### src/rtl/swap_seq.sv
// Register-swap sequencer: reads two registers in one cycle, then writes each
// with the other's value over two cycles. R0 is never written.
module swap_seq #(
  parameter int DATA_W = 32
) (
  input  logic              clk,
  input  logic              rst_f,
  input  logic              start,
  input  logic [3:0]        rs,
  input  logic [3:0]        rt,
  input  logic [DATA_W-1:0] rd_data_a,
  input  logic [DATA_W-1:0] rd_data_b,
  output logic [3:0]        rd_addr_a,
  output logic [3:0]        rd_addr_b,
  output logic [1:0]        mux_sel,
  output logic [3:0]        swap_sel,
  output logic [DATA_W-1:0] wr_data,
  output logic              rf_we,
  output logic              busy,
  output logic              done,
  output logic [2:0]        dbg_state
);

  // Handshake: start is a request sampled only while busy is low; a request
  // seen at a rising edge with busy low is accepted and busy rises in the
  // following cycle. There is no ready/queue -- requests while busy are dropped.
  typedef enum logic [2:0] {
    S_IDLE    = 3'd0,
    S_CAPTURE = 3'd1,
    S_WRITE1  = 3'd2,
    S_WRITE2  = 3'd3,
    S_DONE    = 3'd4
  } state_t;

  state_t            state;
  logic [3:0]        ra;
  logic [3:0]        rb;
  logic [DATA_W-1:0] tmp_a;
  logic [DATA_W-1:0] tmp_b;

  assign rd_addr_a = ra;
  assign rd_addr_b = rb;
  assign dbg_state = state;

  // Outputs are registered for the state being entered, so they change in
  // lockstep with the state register.
  always_ff @(posedge clk or negedge rst_f) begin
    if (!rst_f) begin
      state    <= S_IDLE;
      ra       <= '0;
      rb       <= '0;
      tmp_a    <= '0;
      tmp_b    <= '0;
      mux_sel  <= 2'd0;
      swap_sel <= 4'd0;
      wr_data  <= '0;
      rf_we    <= 1'b0;
      busy     <= 1'b0;
      done     <= 1'b0;
    end else begin
      mux_sel  <= 2'd0;
      swap_sel <= 4'd0;
      wr_data  <= '0;
      rf_we    <= 1'b0;
      busy     <= 1'b0;
      done     <= 1'b0;
      case (state)
        S_IDLE: begin
          if (start) begin
            ra    <= rs;
            rb    <= rt;
            state <= S_CAPTURE;
            busy  <= 1'b1;
          end
        end
        S_CAPTURE: begin
          tmp_a <= rd_data_a;
          tmp_b <= rd_data_b;
          busy  <= 1'b1;
          if (ra == rb) begin
            state <= S_DONE;
            done  <= 1'b1;
          end else begin
            state    <= S_WRITE1;
            mux_sel  <= 2'd2;
            swap_sel <= ra;
            wr_data  <= rd_data_b;
            rf_we    <= (ra != 4'd0);
          end
        end
        S_WRITE1: begin
          state    <= S_WRITE2;
          busy     <= 1'b1;
          mux_sel  <= 2'd2;
          swap_sel <= rb;
          wr_data  <= tmp_a;
          rf_we    <= (rb != 4'd0);
        end
        S_WRITE2: begin
          state <= S_DONE;
          busy  <= 1'b1;
          done  <= 1'b1;
        end
        S_DONE: begin
          state <= S_IDLE;
        end
        default: begin
          state <= S_IDLE;
        end
      endcase
    end
  end

endmodule
### config.mk
export PLATFORM = sky130hd
export DESIGN_NAME = swap_seq
export DESIGN_NICKNAME = d
export VERILOG_FILES = /design/src/rtl/swap_seq.sv
export SDC_FILE = /design/constraint.sdc
export NUM_CORES = 1
export LEC_CHECK = 0
export CELL_PAD_IN_SITES_DETAIL_PLACEMENT = 0
export CELL_PAD_IN_SITES_GLOBAL_PLACEMENT = 2
export CORE_MARGIN = 4
export CORE_UTILIZATION = 31
export CTS_BUF_LIST = sky130_fd_sc_hd__clkbuf_2 sky130_fd_sc_hd__clkbuf_4 sky130_fd_sc_hd__clkbuf_8
export DETAILED_ROUTE_END_ITERATION = 8
export HOLD_SLACK_MARGIN = 0.06
export PLACE_DENSITY = 0.84
export SLEW_MARGIN = 0
export SYNTH_ARGS = -nofsm -noshare
export SYNTH_HDL_FRONTEND = slang
export SYNTH_SLANG_ARGS = --single-unit
### constraint.sdc
create_clock -name clk -period 3 [get_ports clk]
set_input_delay 0.6 -clock clk [delete_from_list [all_inputs] [get_ports clk]]
set_output_delay 0.6 -clock clk [all_outputs]
set_load 0.01 [all_outputs]
==> metrics.txt, run 1 <==
outcome=completed; Crit Path Class=reg2out; post-CTS repair timing setup buffer count=0; wire length of the first global-routing pass=11500 µm; Max transition margin=31.6%; PortBufs=125; static leakage=1.98 nW; sequential element share of the synthesized area=66.8%; dpl hpwl=5100 µm; synthesized instance count=196; setup slack after placement=0.849 ns; 1st-iter DRT viols=42; Fmax=473 MHz; net count after synthesis=271; die footprint=11700 µm²; Worst Skew=0.0128 ns; peak supply drop=0.316 mV; Req. time, crit path=2.40 ns; fraction of layout instances using a drive strength above 1=19.6%; post-synthesis instance area=3110 µm²; total CTS buffers=9; number of global-route vias before repair=2256; synthesis-to-finish area growth=50.1%; Worst-Skew Late Latency=0.34 ns; cell at the root of the clock tree=sky130_fd_sc_hd__clkbuf_8; synth unique cells=20; Die Ht=108 µm; maximum number of pins on one net before global-route repair=84; layout net count=397; Crit. End Element=output pin; power density over the cells=988 nW/µm²; GRT Residual Overflow=0; flop-to-flop setup slack=1.05 ns; Worst Max-Slew Pin Slew=1.03 ns; final design instance area without fill=4670 µm²; largest stage delay on the critical path=0.61 ns; overall global routing resource usage=12.7%; cts hold-fix bufs=0; max-cap viol count=0; nature of the critical path startpoint=flip-flop; H-tree levels=3; final number of setup-violating endpoints=0; fin util=47.8%; cell chain of the critical path=clkdlybuf4s50_1; I/O pins=127; maximum buffer depth of the clock tree=2; initial antenna violation count=0; die boundary width=108 µm; initial cell density of the core=31.8%; number of antenna-violating nets in the routed design=0; floorplan row count=36; clock-pin transition on the worst setup and hold timing paths=0.09 ns; total wire length=7370 µm; remaining routing DRC violations=0; CTS tree=yes; Final GP Congestion=0.680; routed wire length per instance=16.0 µm; Tmin final=2.11 ns; number of register bits inferred by synthesis=83; DR vias/cell=4.62; count of final hold-check violations=0; cell type group with the largest total delay on the critical path=buffers and inverters; slowest cell on the critical path=sky130_fd_sc_hd__clkdlybuf4s50_1; Inserted Diodes=0; total number of vias=2125; Finished Layout Cells=460; cell total after placement=444; average size of a mapped cell=15.9 µm²; cell area after placement=4480 µm²; first drt pass iteration count=4; core area=9770 µm²; Warnings, synthesis=0; Data arrival, critical path=1.51 ns; worst hold path class=in2async; Final Cycle Share=70.4%; CTS-repair resized insts=0; Worst Setup Slack, final=0.888 ns; CTS sink cnt=83; setup repair after global routing missed its margin=no; number of pins exceeding their max-slew limit in the final report=0; buffer and inverter count on the worst path=1; maximum fanout encountered on the critical timing path=8; setup TNS after final layout=0 ns
-- metal layers --
layer | vias up | share of wire, % | GRT usage [%]
met5 | - | 0 | 0
met4 | 0 | 1.4 | 4.33
met3 | 10 | 7.2 | 3.58
met2 | 76 | 49 | 21.7
met1 | 1072 | 42 | 15.5
li1 | 967 | - | -
-- layout make-up --
type	instances	area, µm²
repair buffers	129	1280
inverters	1	3.75
clock inverters	6	48.8
well taps	133	166
flip-flops and latches	83	2080
multi-input cells	98	956
fillers	906	5110
clock buffers	10	138
-- cell families (layout without fill, tap and decap cells) --
family / count (synthesis) / count (layout) / synth area share (%)
buffers and inverters: 15 / 146 / 2.65
muxes: 40 / 40 / 14.5
and+or+nand+nor: 11 / 11 / 2.98
xor gates and xnor gates: 4 / 4 / 1.13
other: 1 / 1 / 0.121
DFF: 83 / 83 / 66.8
AOI/OAI and AO/OA: 42 / 42 / 11.9
-- cells in the final DEF (no fill, tap or decap), drive strengths merged --
cell type	n
clkdlybuf4s50	124
dfrtp	83
mux2	40
a22o	36
clkbuf	10
buf	5
xor2	4
clkinvlp	3
o41ai	2
nor4	2
nor3	2
nor2	2
o211a	2
nand2b	2
clkinv	2
nor3b	2
inv	2
o41a	1
o21ai	1
nor4b	1
conb	1
-- cells in the mapped netlist --
library cell | count | area share [%]
sky130_fd_sc_hd__o41ai_1 | 2 | 0.56
sky130_fd_sc_hd__nor3b_4 | 1 | 0.60
sky130_fd_sc_hd__o211a_1 | 2 | 0.64
sky130_fd_sc_hd__o41a_1 | 1 | 0.36
sky130_fd_sc_hd__a22o_1 | 36 | 10
sky130_fd_sc_hd__nor4b_4 | 1 | 0.76
sky130_fd_sc_hd__nor4_1 | 2 | 0.40
sky130_fd_sc_hd__xor2_1 | 4 | 1.1
sky130_fd_sc_hd__buf_2 | 6 | 0.97
sky130_fd_sc_hd__nor3_1 | 2 | 0.32
sky130_fd_sc_hd__nor2_1 | 2 | 0.24
sky130_fd_sc_hd__nand2b_1 | 2 | 0.40
sky130_fd_sc_hd__o21ai_0 | 1 | 0.16
sky130_fd_sc_hd__conb_1 | 1 | 0.12
sky130_fd_sc_hd__mux2_2 | 40 | 14
sky130_fd_sc_hd__dfrtp_1 | 83 | 67
sky130_fd_sc_hd__clkbuf_1 | 3 | 0.36
sky130_fd_sc_hd__nor3b_1 | 1 | 0.24
sky130_fd_sc_hd__buf_4 | 5 | 1.2
sky130_fd_sc_hd__inv_1 | 1 | 0.12
-- metrics by stage --
| stage | power (W) | hold WS, ns |
|---|---|---|
| global route | 0.00492 | 0.498 |
| floorplan | 0.00307 | 0.304 |
| detailed placement | 0.00393 | 0.483 |
| CTS | 0.00469 | 0.463 |
| global placement | 0.00387 | 0.476 |
| finish | 0.00461 | 0.415 |
-- report_power, final --
part           internal, W  leakage, nW  switching (W)
logic              0.00116        0.861       0.000793
clock network     0.000329       0.0851       0.000421
registers          0.00161         1.03       0.000301
total              0.00310         1.98        0.00151
-- path summary, 6_finish.rpt --
| kind | depth (start not counted) | from | endpoint |
|---|---|---|---|
| setup / recovery | 1 | dbg_state[1] | dbg_state[1] |
| hold / removal | 1 | rst_f | wr_data[4] |
| setup reg to reg | 5 | dbg_state[0] | wr_data[31] |
| hold reg to reg | 1 | tmp_a[6] | wr_data[6] |
| max in group asynchronous | 1 | rst_f | rf_we |
| min in group clk | 1 | tmp_a[6] | wr_data[6] |
-- state kept, by name (all words and copies together) (netlist names) --
| name | flops |
|---|---|
| done | 1 |
| rd_addr_a | 4 |
| wr_data | 32 |
| mux_sel | 1 |
| rf_we | 1 |
| tmp_a | 32 |
| dbg_state | 3 |
| busy | 1 |
| rd_addr_b | 4 |
| swap_sel | 4 |
Power figures use the tool's default switching activity.
==> run 2: changes to the inputs <==
--- a/config.mk
+++ b/config.mk
@@ -8,11 +8,11 @@
 export CELL_PAD_IN_SITES_DETAIL_PLACEMENT = 0
 export CELL_PAD_IN_SITES_GLOBAL_PLACEMENT = 2
 export CORE_MARGIN = 4
-export CORE_UTILIZATION = 31
+export CORE_UTILIZATION = 26
 export CTS_BUF_LIST = sky130_fd_sc_hd__clkbuf_2 sky130_fd_sc_hd__clkbuf_4 sky130_fd_sc_hd__clkbuf_8
 export DETAILED_ROUTE_END_ITERATION = 8
 export HOLD_SLACK_MARGIN = 0.06
-export PLACE_DENSITY = 0.84
+export PLACE_DENSITY = 0.74
 export SLEW_MARGIN = 0
 export SYNTH_ARGS = -nofsm -noshare
 export SYNTH_HDL_FRONTEND = slang
==> constraint.sdc (replaced) <==
create_clock -name clk -period 1.7 [get_ports clk]
set_input_delay 0.34 -clock clk [delete_from_list [all_inputs] [get_ports clk]]
set_output_delay 0.34 -clock clk [all_outputs]
set_load 0.01 [all_outputs]
==> run 2 against run 1 <==
Against the previous run:
- worst hold slack better by 0.083 ns
- flip-flop and latch count stayed put
- final cell count grew 5.9%
- critical path type is now reg2reg
- highest routed layer unchanged
==> metrics.txt, run 2 (synthesis gave the netlist of run 1 again) <==
floorplan row count=39 (+8.3%); final number of setup-violating endpoints=0 (unchanged); layout net count=415 (+4.5%); dpl hpwl=5610 µm (+9.9%); clock-pin transition on the worst setup and hold timing paths=0.09 ns (about the same); commonest non-fill, non-tap cells in the layout=sky130_fd_sc_hd__clkdlybuf4s50_1 (114), sky130_fd_sc_hd__dfrtp_1 (81), sky130_fd_sc_hd__mux2_2 (40), sky130_fd_sc_hd__a22o_1 (36), sky130_fd_sc_hd__buf_4 (18); setup TNS after final layout=0 ns (unchanged); Tmin final=1.63 ns; number of pins exceeding their max-slew limit in the final report=0 (unchanged); synthesis-to-finish area growth=57.2%; Final GP Congestion=0.714 (+5.1%); static leakage=2.12 nW (+7.2%); Final Cycle Share=95.9%; Crit. End Element=flip-flop; total power=0.00874 W (+89%); share of power burned in registers=36.9% (-4.4 points); CTS tree=yes; number of global-route vias before repair=2424 (+7.4%); Worst Skew=0.0105 ns (-0.00237 ns); count of final hold-check violations=0 (unchanged); peak supply drop=0.551 mV (+74%); outcome=completed; remaining routing DRC violations=0 (unchanged); maximum buffer depth of the clock tree=2 (unchanged); GRT Residual Overflow=0 (unchanged); routed wire length per instance=16.3 µm (+1.5%); setup slack after placement=0.00363 ns (-0.846 ns); nature of the critical path startpoint=flip-flop; number of antenna-violating nets in the routed design=0 (unchanged); total wire length=7930 µm (+7.5%); power share of the clock group=17.8% (+1.5 points); maximum fanout encountered on the critical timing path=19 (+11); setup repair after global routing missed its margin=no; wire length of the first global-routing pass=13200 µm (+15%); initial cell density of the core=26.9% (-4.9 points); overall global routing resource usage=11.8% (-0.90 points); Worst Max-Slew Pin Slew=0.590 ns (-0.435 ns); fraction of layout instances using a drive strength above 1=24.1% (+4.6 points); Die Ht=117 µm (+8.5%); Comb power frac=45.3% (+2.9 points); core area=11600 µm² (+18%); Max transition margin=60.3% (+29 points); first drt pass iteration count=4 (unchanged); H-tree levels=3 (unchanged); switching power total=0.00273 W (+80%); cell at the root of the clock tree=sky130_fd_sc_hd__clkbuf_8; Data arrival, critical path=1.86 ns (+0.35 ns); total CTS buffers=9 (unchanged); power density over the cells=1790 nW/µm² (+81%); Fmax=613 MHz; die footprint=13800 µm² (+18%); total internal power=0.00601 W (+94%); 1st-iter DRT viols=81 (+93%); Storage cell area=2080 µm² (+0.12%); number of filler cells placed in the layout=1096 (+21%); DR vias/cell=4.48 (-3.1%); die boundary width=117 µm (+8.5%); worst hold path class=reg2reg; Finished Layout Cells=487 (+5.9%); max-cap viol count=0 (unchanged); Worst Setup Slack, final=0.0690 ns (-0.818 ns); cell total after placement=470 (+5.9%); total number of vias=2181 (+2.6%); Req. time, crit path=1.93 ns (-0.47 ns); Crit Path Class=reg2reg; area of the multi-input gates=957 µm² (+0.13%); Inserted Diodes=0 (unchanged); biggest registers after layout=tmp_a: 32 flops, wr_data: 32 flops; initial antenna violation count=0 (unchanged); Worst-Skew Late Latency=0.34 ns (about the same); I/O pins=127 (unchanged); switching share of power=31.2% (-1.6 points); CTS sink cnt=83 (unchanged); PortBufs=125 (unchanged); commonest non-fill, non-tap cell in the layout=sky130_fd_sc_hd__clkdlybuf4s50_1; maximum number of pins on one net before global-route repair=84 (unchanged)
-- run 2: changes by cell type in the layout (fill, tap and decap cells not counted) --
cell,change
sky130_fd_sc_hd__o41a_1,-1
sky130_fd_sc_hd__bufinv_16,+2
sky130_fd_sc_hd__clkinvlp_4,-2
sky130_fd_sc_hd__buf_12,+4
sky130_fd_sc_hd__dlygate4sd3_1,+1
sky130_fd_sc_hd__dfrtp_1,-2
sky130_fd_sc_hd__dlygate4sd2_1,+10
sky130_fd_sc_hd__clkdlybuf4s50_1,-10
sky130_fd_sc_hd__dfrtp_2,+2
sky130_fd_sc_hd__inv_6,-1
sky130_fd_sc_hd__buf_4,+13
sky130_fd_sc_hd__clkinv_2,+2
sky130_fd_sc_hd__o41a_2,+1
sky130_fd_sc_hd__clkinv_4,-2
-- run 2: layout make-up --
type                    count  share of cell area (%)
multi-input cells          98                    19.6
well taps                 143                    3.66
clock buffers              10                    2.82
inverters                   1                  0.0768
clock inverters             5                    1.59
repair buffers            147                    29.7
flip-flops and latches     83                    42.5
-- run 2: per-layer routing --
layer	share of wire, %	routed length [µm]	track usage (%)	up-vias
met5	0	0	0	-
met4	1.5	118	3.74	0
met3	7.4	583	4.28	12
met2	48	3820	19.4	80
met1	43	3400	14.5	1085
li1	-	-	-	1004
-- run 2: power groups by stage --
stage | Combinational, W | Sequential, W | Clock (W)
global route | 0.00429 | 0.00334 | 0.00171
global placement | 0.00401 | 0.00327 | 0
floorplan | 0.00194 | 0.00347 | 0
detailed placement | 0.00408 | 0.00330 | 0
finish | 0.00396 | 0.00322 | 0.00155
CTS | 0.00406 | 0.00324 | 0.00162
-- run 2: timing repair --
action / CTS / global route
buffers inserted: 1 / 0
setup endpoints to repair: 11 / 0
endpoints found under the hold margin: 83 / 0
gates resized for setup: 12 / 0
hold buffers: 1 / 0
-- run 2: worst max-delay path, stage by stage, from the launching register on --
cell and delay, ns:
sky130_fd_sc_hd__dfrtp_1 0.39, sky130_fd_sc_hd__xor2_1 0.19, sky130_fd_sc_hd__o41a_2 0.56, sky130_fd_sc_hd__buf_12 0.18, sky130_fd_sc_hd__a22o_1 0.18
-- run 2: per-stage QoR --
step,area (µm²),utilization [%],hold WS (ns)
floorplan,3110,-,0.0444
global route,4890,42.3,0.518
global placement,4670,40.3,0.413
CTS,4890,42.3,0.498
detailed placement,4670,40.3,0.410
finish,4890,42.3,0.498
-- run 2: final timing paths --
path | startpoint | endpoint | slack, ns | depth (start not counted)
worst min-delay path | tmp_a[21] | wr_data[21] | 0.50 | 1
worst max-delay path | rd_addr_a[1] | wr_data[2] | 0.07 | 4
worst max register to register | rd_addr_a[1] | wr_data[2] | 0.07 | 4
min in group asynchronous | rst_f | wr_data[3] | 0.57 | 3
worst min register to register | tmp_a[21] | wr_data[21] | 0.50 | 1
max in group asynchronous | rst_f | tmp_a[15] | 0.76 | 3
==> run 3: changes to the inputs <==
--- a/config.mk
+++ b/config.mk
@@ -11,6 +11,7 @@
 export CORE_UTILIZATION = 26
 export CTS_BUF_LIST = sky130_fd_sc_hd__clkbuf_2 sky130_fd_sc_hd__clkbuf_4 sky130_fd_sc_hd__clkbuf_8
 export DETAILED_ROUTE_END_ITERATION = 8
+export GPL_TIMING_DRIVEN = 0
 export HOLD_SLACK_MARGIN = 0.06
 export PLACE_DENSITY = 0.74
 export SLEW_MARGIN = 0
==> run 3 against run 2 <==
Against the previous run:
- sequential power up 2%
- clock power up 11%
- setup slack got worse by 0.025 ns
- critical path depth shrank 3
- sequential share of layout area decreased by 1.0 points
- final area up 2.6%
- non-clock buffer count up 7
- first-iteration DRC count up 9.9%
- flip-flop and latch count unchanged
- highest routed layer unchanged
==> metrics.txt, run 3 (synthesis gave the netlist of run 1 again) <==
power density over the cells=1820 nW/µm² (+2.1%); final number of setup-violating endpoints=0 (unchanged); maximum buffer depth of the clock tree=2 (unchanged); number of pins exceeding their max-slew limit in the final report=0 (unchanged); H-tree levels=3 (unchanged); slowest cell on the critical path=sky130_fd_sc_hd__clkdlybuf4s50_1; initial antenna violation count=0 (unchanged); Crit. End Element=output pin; commonest non-fill, non-tap cells in the layout=sky130_fd_sc_hd__clkdlybuf4s50_1 (117), sky130_fd_sc_hd__dfrtp_1 (79), sky130_fd_sc_hd__mux2_2 (40), sky130_fd_sc_hd__a22o_1 (36), sky130_fd_sc_hd__buf_4 (15); cell area after placement=4570 µm² (-2.1%); setup repair after global routing missed its margin=yes; biggest registers after layout=tmp_a: 32 flops, wr_data: 32 flops; total power=0.00915 W (+4.7%); clock-pin transition on the worst setup and hold timing paths=0.08 ns (about the same); Worst Skew=0.00643 ns (-0.00405 ns); Worst-Skew Late Latency=0.35 ns (about the same); Tmin final=1.66 ns (+0.0245 ns); total CTS buffers=9 (unchanged); Die Ht=117 µm (unchanged); wire length of the first global-routing pass=13500 µm (+2.9%); final design instance area without fill=5010 µm² (+2.6%); Final Cycle Share=97.4% (+1.4 points); cell type group with the largest total delay on the critical path=buffers and inverters; routed wire length per instance=16.8 µm (+3.5%); dpl hpwl=6010 µm (+7.2%); nature of the critical path startpoint=flip-flop; max-cap viol count=0 (unchanged); setup slack after placement=-0.278 ns (-0.281 ns); static leakage=2.23 nW (+5.1%); buffer and inverter count on the worst path=1 (unchanged); fin util=43.4% (+1.1 points); layout net count=422 (+1.7%); remaining routing DRC violations=0 (unchanged); Req. time, crit path=1.36 ns (-0.57 ns); overall global routing resource usage=12.4% (+0.57 points); I/O pins=127 (unchanged); Fmax=604 MHz (-1.5%); total number of vias=2226 (+2.1%); Worst Max-Slew Pin Slew=0.543 ns (-0.0471 ns); number of antenna-violating nets in the routed design=0 (unchanged); worst hold path class=in2async; GRT Residual Overflow=0 (unchanged); maximum number of pins on one net before global-route repair=62 (-26%); CTS sink cnt=83 (unchanged); synthesis-to-finish area growth=61.2%; 1st-iter DRT viols=89 (+9.9%); total wire length=8340 µm (+5.2%); Inserted Diodes=0 (unchanged); maximum fanout encountered on the critical timing path=4 (-15); Max transition margin=63.3% (+3.0 points); setup TNS after final layout=0 ns (unchanged); die footprint=13800 µm² (unchanged); first drt pass iteration count=4 (unchanged); core area=11600 µm² (unchanged); Data arrival, critical path=1.32 ns (-0.54 ns); CTS tree=yes; initial cell density of the core=26.9% (unchanged); number of global-route vias before repair=2487 (+2.6%); DR vias/cell=4.50 (+0.41%); commonest non-fill, non-tap cell in the layout=sky130_fd_sc_hd__clkdlybuf4s50_1; count of final hold-check violations=0 (unchanged); Crit Path Class=reg2out; largest stage delay on the critical path=0.55 ns (about the same); floorplan row count=39 (unchanged); Final GP Congestion=0.692 (-3.1%); peak supply drop=0.587 mV (+6.5%); cell at the root of the clock tree=sky130_fd_sc_hd__clkbuf_8; die boundary width=117 µm (unchanged); outcome=completed; cell chain of the critical path=clkdlybuf4s50_1; PortBufs=125 (unchanged); Worst Setup Slack, final=0.0445 ns (-0.0245 ns); fraction of layout instances using a drive strength above 1=26.1% (+2.0 points)
## run 3: final cells by class
cell class	instances	area (µm²)
Fill cell	1087	6550
Sequential cell	83	2080
Timing Repair Buffer	140	1420
Multi-Input combinational cell	98	962
Tap cell	143	179
Clock buffer	11	145
Buffer	14	121
Clock inverter	5	100
Inverter	1	3.75
## run 3: power breakdown
group	switching, W	total [W]	internal [W]	leakage (nW)
sequential	0.000434	0.00328	0.00285	1.03
clock	0.000693	0.00172	0.00103	0.127
combinational	0.00167	0.00415	0.00248	1.07
total	0.00280	0.00915	0.00636	2.23
## run 3: repair_timing
item,in CTS,in global routing
setup endpoints to repair,80,52
hold buffers,1,0
buffers inserted,12,1
pin swaps,2,0
endpoints found under the hold margin,22,0
resized for setup,16,15
## run 3: stage by stage
| step | instances | hold slack (ns) |
|---|---|---|
| after detailed placement | 465 | 0.262 |
| final | 495 | 0.426 |
| after global routing | 495 | 0.439 |
| after floorplan | 196 | 0.0444 |
| after global placement | 464 | 0.477 |
| after CTS | 494 | 0.418 |
## run 3: routing by layer
layer	track usage (%)	vias up	share of wire, %
met5	0	-	0
met4	5.06	0	1.5
met3	4.09	9	7.2
met2	19.8	77	47
met1	15.5	1117	44
li1	-	1023	-
## run 3: final timing paths
check,slack [ns],cells past startpoint,to,startpoint
worst max-delay path,0.04,1,rd_addr_b[3],rd_addr_b[3]
worst min-delay path,0.43,2,wr_data[7],rst_f
worst max register to register,0.04,5,swap_sel[0],rd_addr_a[1]
worst min register to register,0.50,1,wr_data[6],tmp_a[6]
max in group asynchronous,0.66,3,rd_addr_a[3],rst_f
min in group clk,0.50,1,wr_data[6],tmp_a[6]
==> edit 1: new RTL, config.mk and constraints of run 1 <==
`DATA_W`: 32 -> 64.
--- a/src/rtl/swap_seq.sv
+++ b/src/rtl/swap_seq.sv
@@ -2,5 +2,5 @@
 // with the other's value over two cycles. R0 is never written.
 module swap_seq #(
-  parameter int DATA_W = 32
+  parameter int DATA_W = 64
 ) (
   input  logic              clk,
Ports: changed (resized rd_data_a, rd_data_b and wr_data); port bits go from 127 to 223. The function was not compared with the original's and may differ.
==> edit 1 against run 1 <==
  * Wire length is 92% higher
  * Setup slack worse by 0.15 ns
  * Fmax down 6.6%
  * Hold slack got worse by 0.27 ns
  * Register-to-register slack got worse by 0.31 ns
  * Sequential cell count is 64 higher
  * Final area is 76% higher
  * Critical path depth up 3
  * Synthesized area is 73% higher
  * First-iteration DRC count grew to 3.2 times the old value
  * Power increased by 74%
  * Final cell count increased by 72%
==> edit 1: results (changes against run 1) <==
Setup crit start: dbg_state[0]$_DFFE_PN0P_ (was dbg_state[1]$_DFFE_PN0P_)
Largest net degree at the start of global routing: 72 (was 84)
DP HPWL: 10.2 mm (was 5.10 mm)
VDD IR max: 0.000582 V (was 0.000316 V)
List of most frequent post-synthesis cells: sky130_fd_sc_hd__dfrtp_1 (147), sky130_fd_sc_hd__mux2_2 (72), sky130_fd_sc_hd__a22o_1 (68) (was sky130_fd_sc_hd__dfrtp_1 (83), sky130_fd_sc_hd__mux2_2 (40), sky130_fd_sc_hd__a22o_1 (36))
Reg2Reg Setup Slack: 0.74 ns (was 1.05 ns)
Xor and xnor fraction of the mapped netlist area: 0.651% (was 1.13%)
Slowest cell delay on critical path: 0.77 ns (was 0.61 ns)
Net count of the finished layout: 698 (was 397)
Switching fraction of total power: 31.5% (was 32.8%)
Leak Pwr: 3.50 nW (was 1.98 nW)
Post-synthesis mux area share: 15.1% (was 14.5%)
FF-to-FF End: wr_data[40]$_DFF_PN0_ (was wr_data[31]$_DFF_PN0_)
Worst hold margin: 0.149 ns (was 0.415 ns)
Area taken by flip-flops and latches: 3680 µm² (was 2080 µm²)
Number of fillers in the final layout: 1503 (was 906)
Clock skew after layout: 0.00921 ns (was 0.0128 ns)
Number of global-route vias before repair: 3892 (was 2256)
Post-placement cell count: 760 (was 444)
Routability congestion estimate from global placement: 0.741 (was 0.680)
Buffer levels on the longest clock path: 2 (unchanged)
Transition at the pin with the smallest max-transition slack: 0.902 ns (was 1.03 ns)
Worst-path fanout max: 43 (was 8)
Leading cell types by total area after synthesis: sky130_fd_sc_hd__dfrtp_1 (68%), sky130_fd_sc_hd__mux2_2 (15%), sky130_fd_sc_hd__a22o_1 (11%) (was sky130_fd_sc_hd__dfrtp_1 (67%), sky130_fd_sc_hd__mux2_2 (14%), sky130_fd_sc_hd__a22o_1 (10%))
Count of instances resized after the clock tree is built: 0 (unchanged)
Post-synthesis sequential area ratio: 68.4% (was 66.8%)
GRT Total Usage: 14.7% (was 12.7%)
R2R cell count: 4 (was 5)
Share of post-route cells with drive strength above 1: 20.5% (was 19.6%)
Clock Latency Late Sink: 0.43 ns (was 0.34 ns)
Post-Synthesis Net Count: 473 (was 271)
Antenna violations before repair: 0 (unchanged)
Status: finished, final reports clean (unchanged)
Netlist cell types: 22 (was 20)
Worst path top cell family by delay: compound AO/OA/AOI/OAI gates (was buffers and inverters)
CTS H-tree depth: 4 (was 3)
Cell type of the slowest stage on the worst timing path: sky130_fd_sc_hd__o41a_2 (was sky130_fd_sc_hd__clkdlybuf4s50_1)
Vias per cell: 4.64 (was 4.62)
Iteration-0 DRC Markers: 133 (was 42)
[edit 1: changes by cell type in the layout (fill, tap and decap cells not counted), sizes merged]
cell	before	now
dfrtp	83	147
bufinv	0	1
buf	5	10
clkinvlp	3	4
inv	2	1
clkdlybuf4s50	124	220
clkbuf	10	22
a22o	36	68
mux2	40	72
clkinv	2	4
[edit 1: metal layers]
metal / GRT usage (%) / wire length (µm)
met1: 18.1 / 5740
met2: 24.2 / 7240
met3: 6.07 / 1110
met4: 3.21 / 97
met5: 0 / 0
[edit 1: cells by family after synthesis]
group | after synthesis
other | 1
AO/OA/AOI/OAI | 74
flip-flops | 147
multiplexers | 72
AND/OR/NAND/NOR | 11
buffers and inverters | 25
XOR/XNOR | 4
[edit 1: final cells by class]
| cell class | count | area share, % |
|---|---|---|
| Tap cell | 220 | 3.36 |
| Clock inverter | 9 | 0.976 |
| Multi-Input combinational cell | 162 | 19.4 |
| Clock buffer | 22 | 3.61 |
| Inverter | 1 | 0.0458 |
| Timing Repair Buffer | 230 | 27.8 |
| Sequential cell | 147 | 44.8 |
[edit 1: power by group through the flow]
stage               sequential, mW  clock, mW  combinational, mW
floorplan                     3.40          0               1.82
global placement              3.30          0               3.26
detailed placement            3.33          0               3.35
CTS                           3.29       1.52               3.35
global route                  3.39       1.60               3.55
finish                        3.29       1.47               3.28
[edit 1: worst reg2reg max path, cell delays in order (launching register included)]
cell and delay (ns):
sky130_fd_sc_hd__dfrtp_1 0.50, sky130_fd_sc_hd__nor3b_4 0.26, sky130_fd_sc_hd__o41a_2 0.77, sky130_fd_sc_hd__buf_4 0.47, sky130_fd_sc_hd__a22o_1 0.20
[edit 1: through the flow]
stage	worst slack, ns	power [mW]
after floorplan	1.29	5.22
after global placement	0.821	6.56
after detailed placement	0.724	6.68
after CTS	0.727	8.16
after global routing	0.559	8.54
final	0.738	8.04
[edit 1: worst max-delay path by stage]
stage,end,depth (start not counted)
floorplan,wr_data[16]$_DFF_PN0_,5
global placement,swap_sel[0]$_DFF_PN0_,4
detailed placement,wr_data[46]$_DFF_PN0_,4
CTS,wr_data[40]$_DFF_PN0_,4
global route,wr_data[40]$_DFF_PN0_,4
finish,wr_data[40]$_DFF_PN0_,4
==> edit 2: new RTL, config.mk and constraints of run 1 <==
Made on the original files. Add an input register stage for `start`, `rs`, `rt`, `rd_data_a` and `rd_data_b`, without a reset; this delays them by one clock.
--- a/src/rtl/swap_seq.sv
+++ b/src/rtl/swap_seq.sv
@@ -32,4 +32,18 @@
     S_DONE    = 3'd4
   } state_t;
+
+  logic start_q;
+  logic [3:0] rs_q;
+  logic [3:0] rt_q;
+  logic [DATA_W-1:0] rd_data_a_q;
+  logic [DATA_W-1:0] rd_data_b_q;
+
+  always_ff @(posedge clk) begin
+    start_q     <= start;
+    rs_q        <= rs;
+    rt_q        <= rt;
+    rd_data_a_q <= rd_data_a;
+    rd_data_b_q <= rd_data_b;
+  end
 
   state_t            state;
@@ -67,7 +81,7 @@
       case (state)
         S_IDLE: begin
-          if (start) begin
-            ra    <= rs;
-            rb    <= rt;
+          if (start_q) begin
+            ra    <= rs_q;
+            rb    <= rt_q;
             state <= S_CAPTURE;
             busy  <= 1'b1;
@@ -75,6 +89,6 @@
         end
         S_CAPTURE: begin
-          tmp_a <= rd_data_a;
-          tmp_b <= rd_data_b;
+          tmp_a <= rd_data_a_q;
+          tmp_b <= rd_data_b_q;
           busy  <= 1'b1;
           if (ra == rb) begin
@@ -85,5 +99,5 @@
             mux_sel  <= 2'd2;
             swap_sel <= ra;
-            wr_data  <= rd_data_b;
+            wr_data  <= rd_data_b_q;
             rf_we    <= (ra != 4'd0);
           end
Formal check against the unedited RTL: not equivalent (Yosys sat finds a counterexample within 4 cycles, from zero or initial values and one cycle with rst_f low).
==> edit 2 against run 1 <==
  * Sequential cell count increased by 73
  * Final area grew 38%
  * Critical path depth is the same
  * Synthesized area up 47%
  * Wire length rose by 25%
  * Setup slack worse by 0.099 ns
  * First-iteration DRC count increased to 3.2 times the old value
  * Register-to-register slack better by 0.03 ns
  * Critical path type unchanged
  * Clock skew is 0.0028 ns higher
  * Power is 43% higher
==> edit 2: results (changes against run 1) <==
Netlist cell types: 21 (was 20)
Leading cell types by total area after synthesis: sky130_fd_sc_hd__dfrtp_1 (45%), sky130_fd_sc_hd__dfxtp_1 (32%), sky130_fd_sc_hd__mux2_2 (9.9%) (was sky130_fd_sc_hd__dfrtp_1 (67%), sky130_fd_sc_hd__mux2_2 (14%), sky130_fd_sc_hd__a22o_1 (10%))
Status: finished, final reports clean (unchanged)
VDD IR max: 0.000420 V (was 0.000316 V)
Routability congestion estimate from global placement: 0.746 (was 0.680)
Post-Synthesis Net Count: 344 (was 271)
Root buf cell: sky130_fd_sc_hd__clkbuf_8 (unchanged)
Cts bufs inserted: 17 (was 9)
Clock Latency Late Sink: 0.45 ns (was 0.34 ns)
Cells after Synth: 269 (was 196)
Largest net degree at the start of global routing: 48 (was 84)
Worst rel slew slack: 43.4% (was 31.6%)
Clock skew after layout: 0.0157 ns (was 0.0128 ns)
Iteration-0 DRC Markers: 136 (was 42)
Post-synthesis sequential area ratio: 77.4% (was 66.8%)
Arrival @ worst endpoint: 1.61 ns (was 1.51 ns)
Wire length of the first global-routing pass: 14.6 mm (was 11.5 mm)
Share of flip-flops with an asynchronous set or reset after synthesis: 53.2% (was 100%)
Placed cell areas: 6010 µm² (was 4480 µm²)
Total number of vias: 2664 (was 2125)
Share of post-route cells with drive strength above 1: 19.3% (was 19.6%)
Leak Pwr: 2.72 nW (was 1.98 nW)
Net count of the finished layout: 477 (was 397)
CTS H-tree depth: 4 (was 3)
Wire length per cell: 15.4 µm (was 16.0 µm)
Number of standard cells in the final layout excluding fillers: 599 (was 460)
Post-placement cell count: 567 (was 444)
GRT Total Usage: 11.7% (was 12.7%)
[edit 2: cell count changes after synthesis, sizes merged]
cell / run 1 / this run
dfxtp: 0 / 73
[edit 2: metal layers]
metal  part of all wire [%]  GRT usage, %  vias to the layer above
li1                       -             -                     1215
met1                     41          13.6                     1334
met2                     50          18.9                      100
met3                    7.1          4.82                       15
met4                    1.9          5.32                        0
met5                      0             0                        -
[edit 2: cell type report]
class | count | area (µm²)
clock inverter | 14 | 184
multi-input combinational | 98 | 957
clock buffer | 18 | 248
sequential | 156 | 3540
fill | 1325 | 8030
timing repair buffer | 128 | 1280
tap | 184 | 230
inverter | 1 | 3.75
[edit 2: kinds of logic (layout without fill, tap and decap cells)]
family                 Yosys count  in the layout  share of synthesized area [%]
multiplexers                    40             40                           9.85
XOR/XNOR                         4              4                          0.766
other                            1              1                         0.0820
AND/OR/NAND/NOR                 11             11                           2.03
AO/OA/AOI/OAI                   42             42                           8.07
flip-flops                     156            156                           77.4
buffers and inverters           15            161                           1.81
[edit 2: path summary, 6_finish.rpt]
path,start,to,slack (ns),cells past startpoint
max,dbg_state[1]$_DFFE_PN0P_,dbg_state[1],0.79,1
min,rst_f,wr_data[3]$_DFF_PN0_,0.17,1
max reg2reg,rd_addr_a[1]$_DFFE_PN0P_,wr_data[4]$_DFF_PN0_,1.08,3
min reg2reg,rd_data_b_q[17]$_DFF_P_,wr_data[17]$_DFF_PN0_,0.44,1
max in group asynchronous,rst_f,tmp_a[11]$_DFFE_PN0P_,2.20,2
min in group clk,rd_data_b_q[17]$_DFF_P_,wr_data[17]$_DFF_PN0_,0.44,1
[edit 2: power groups by stage]
stage | clock network [mW] | registers (mW) | logic (mW)
6_report | 1.65 | 2.96 | 1.97
5_1_grt | 1.80 | 3.03 | 2.13
3_3_place_gp | 0 | 2.98 | 1.96
3_5_place_dp | 0 | 3.01 | 2.00
2_1_floorplan | 0 | 3.02 | 1.10
4_1_cts | 1.71 | 2.97 | 2.00
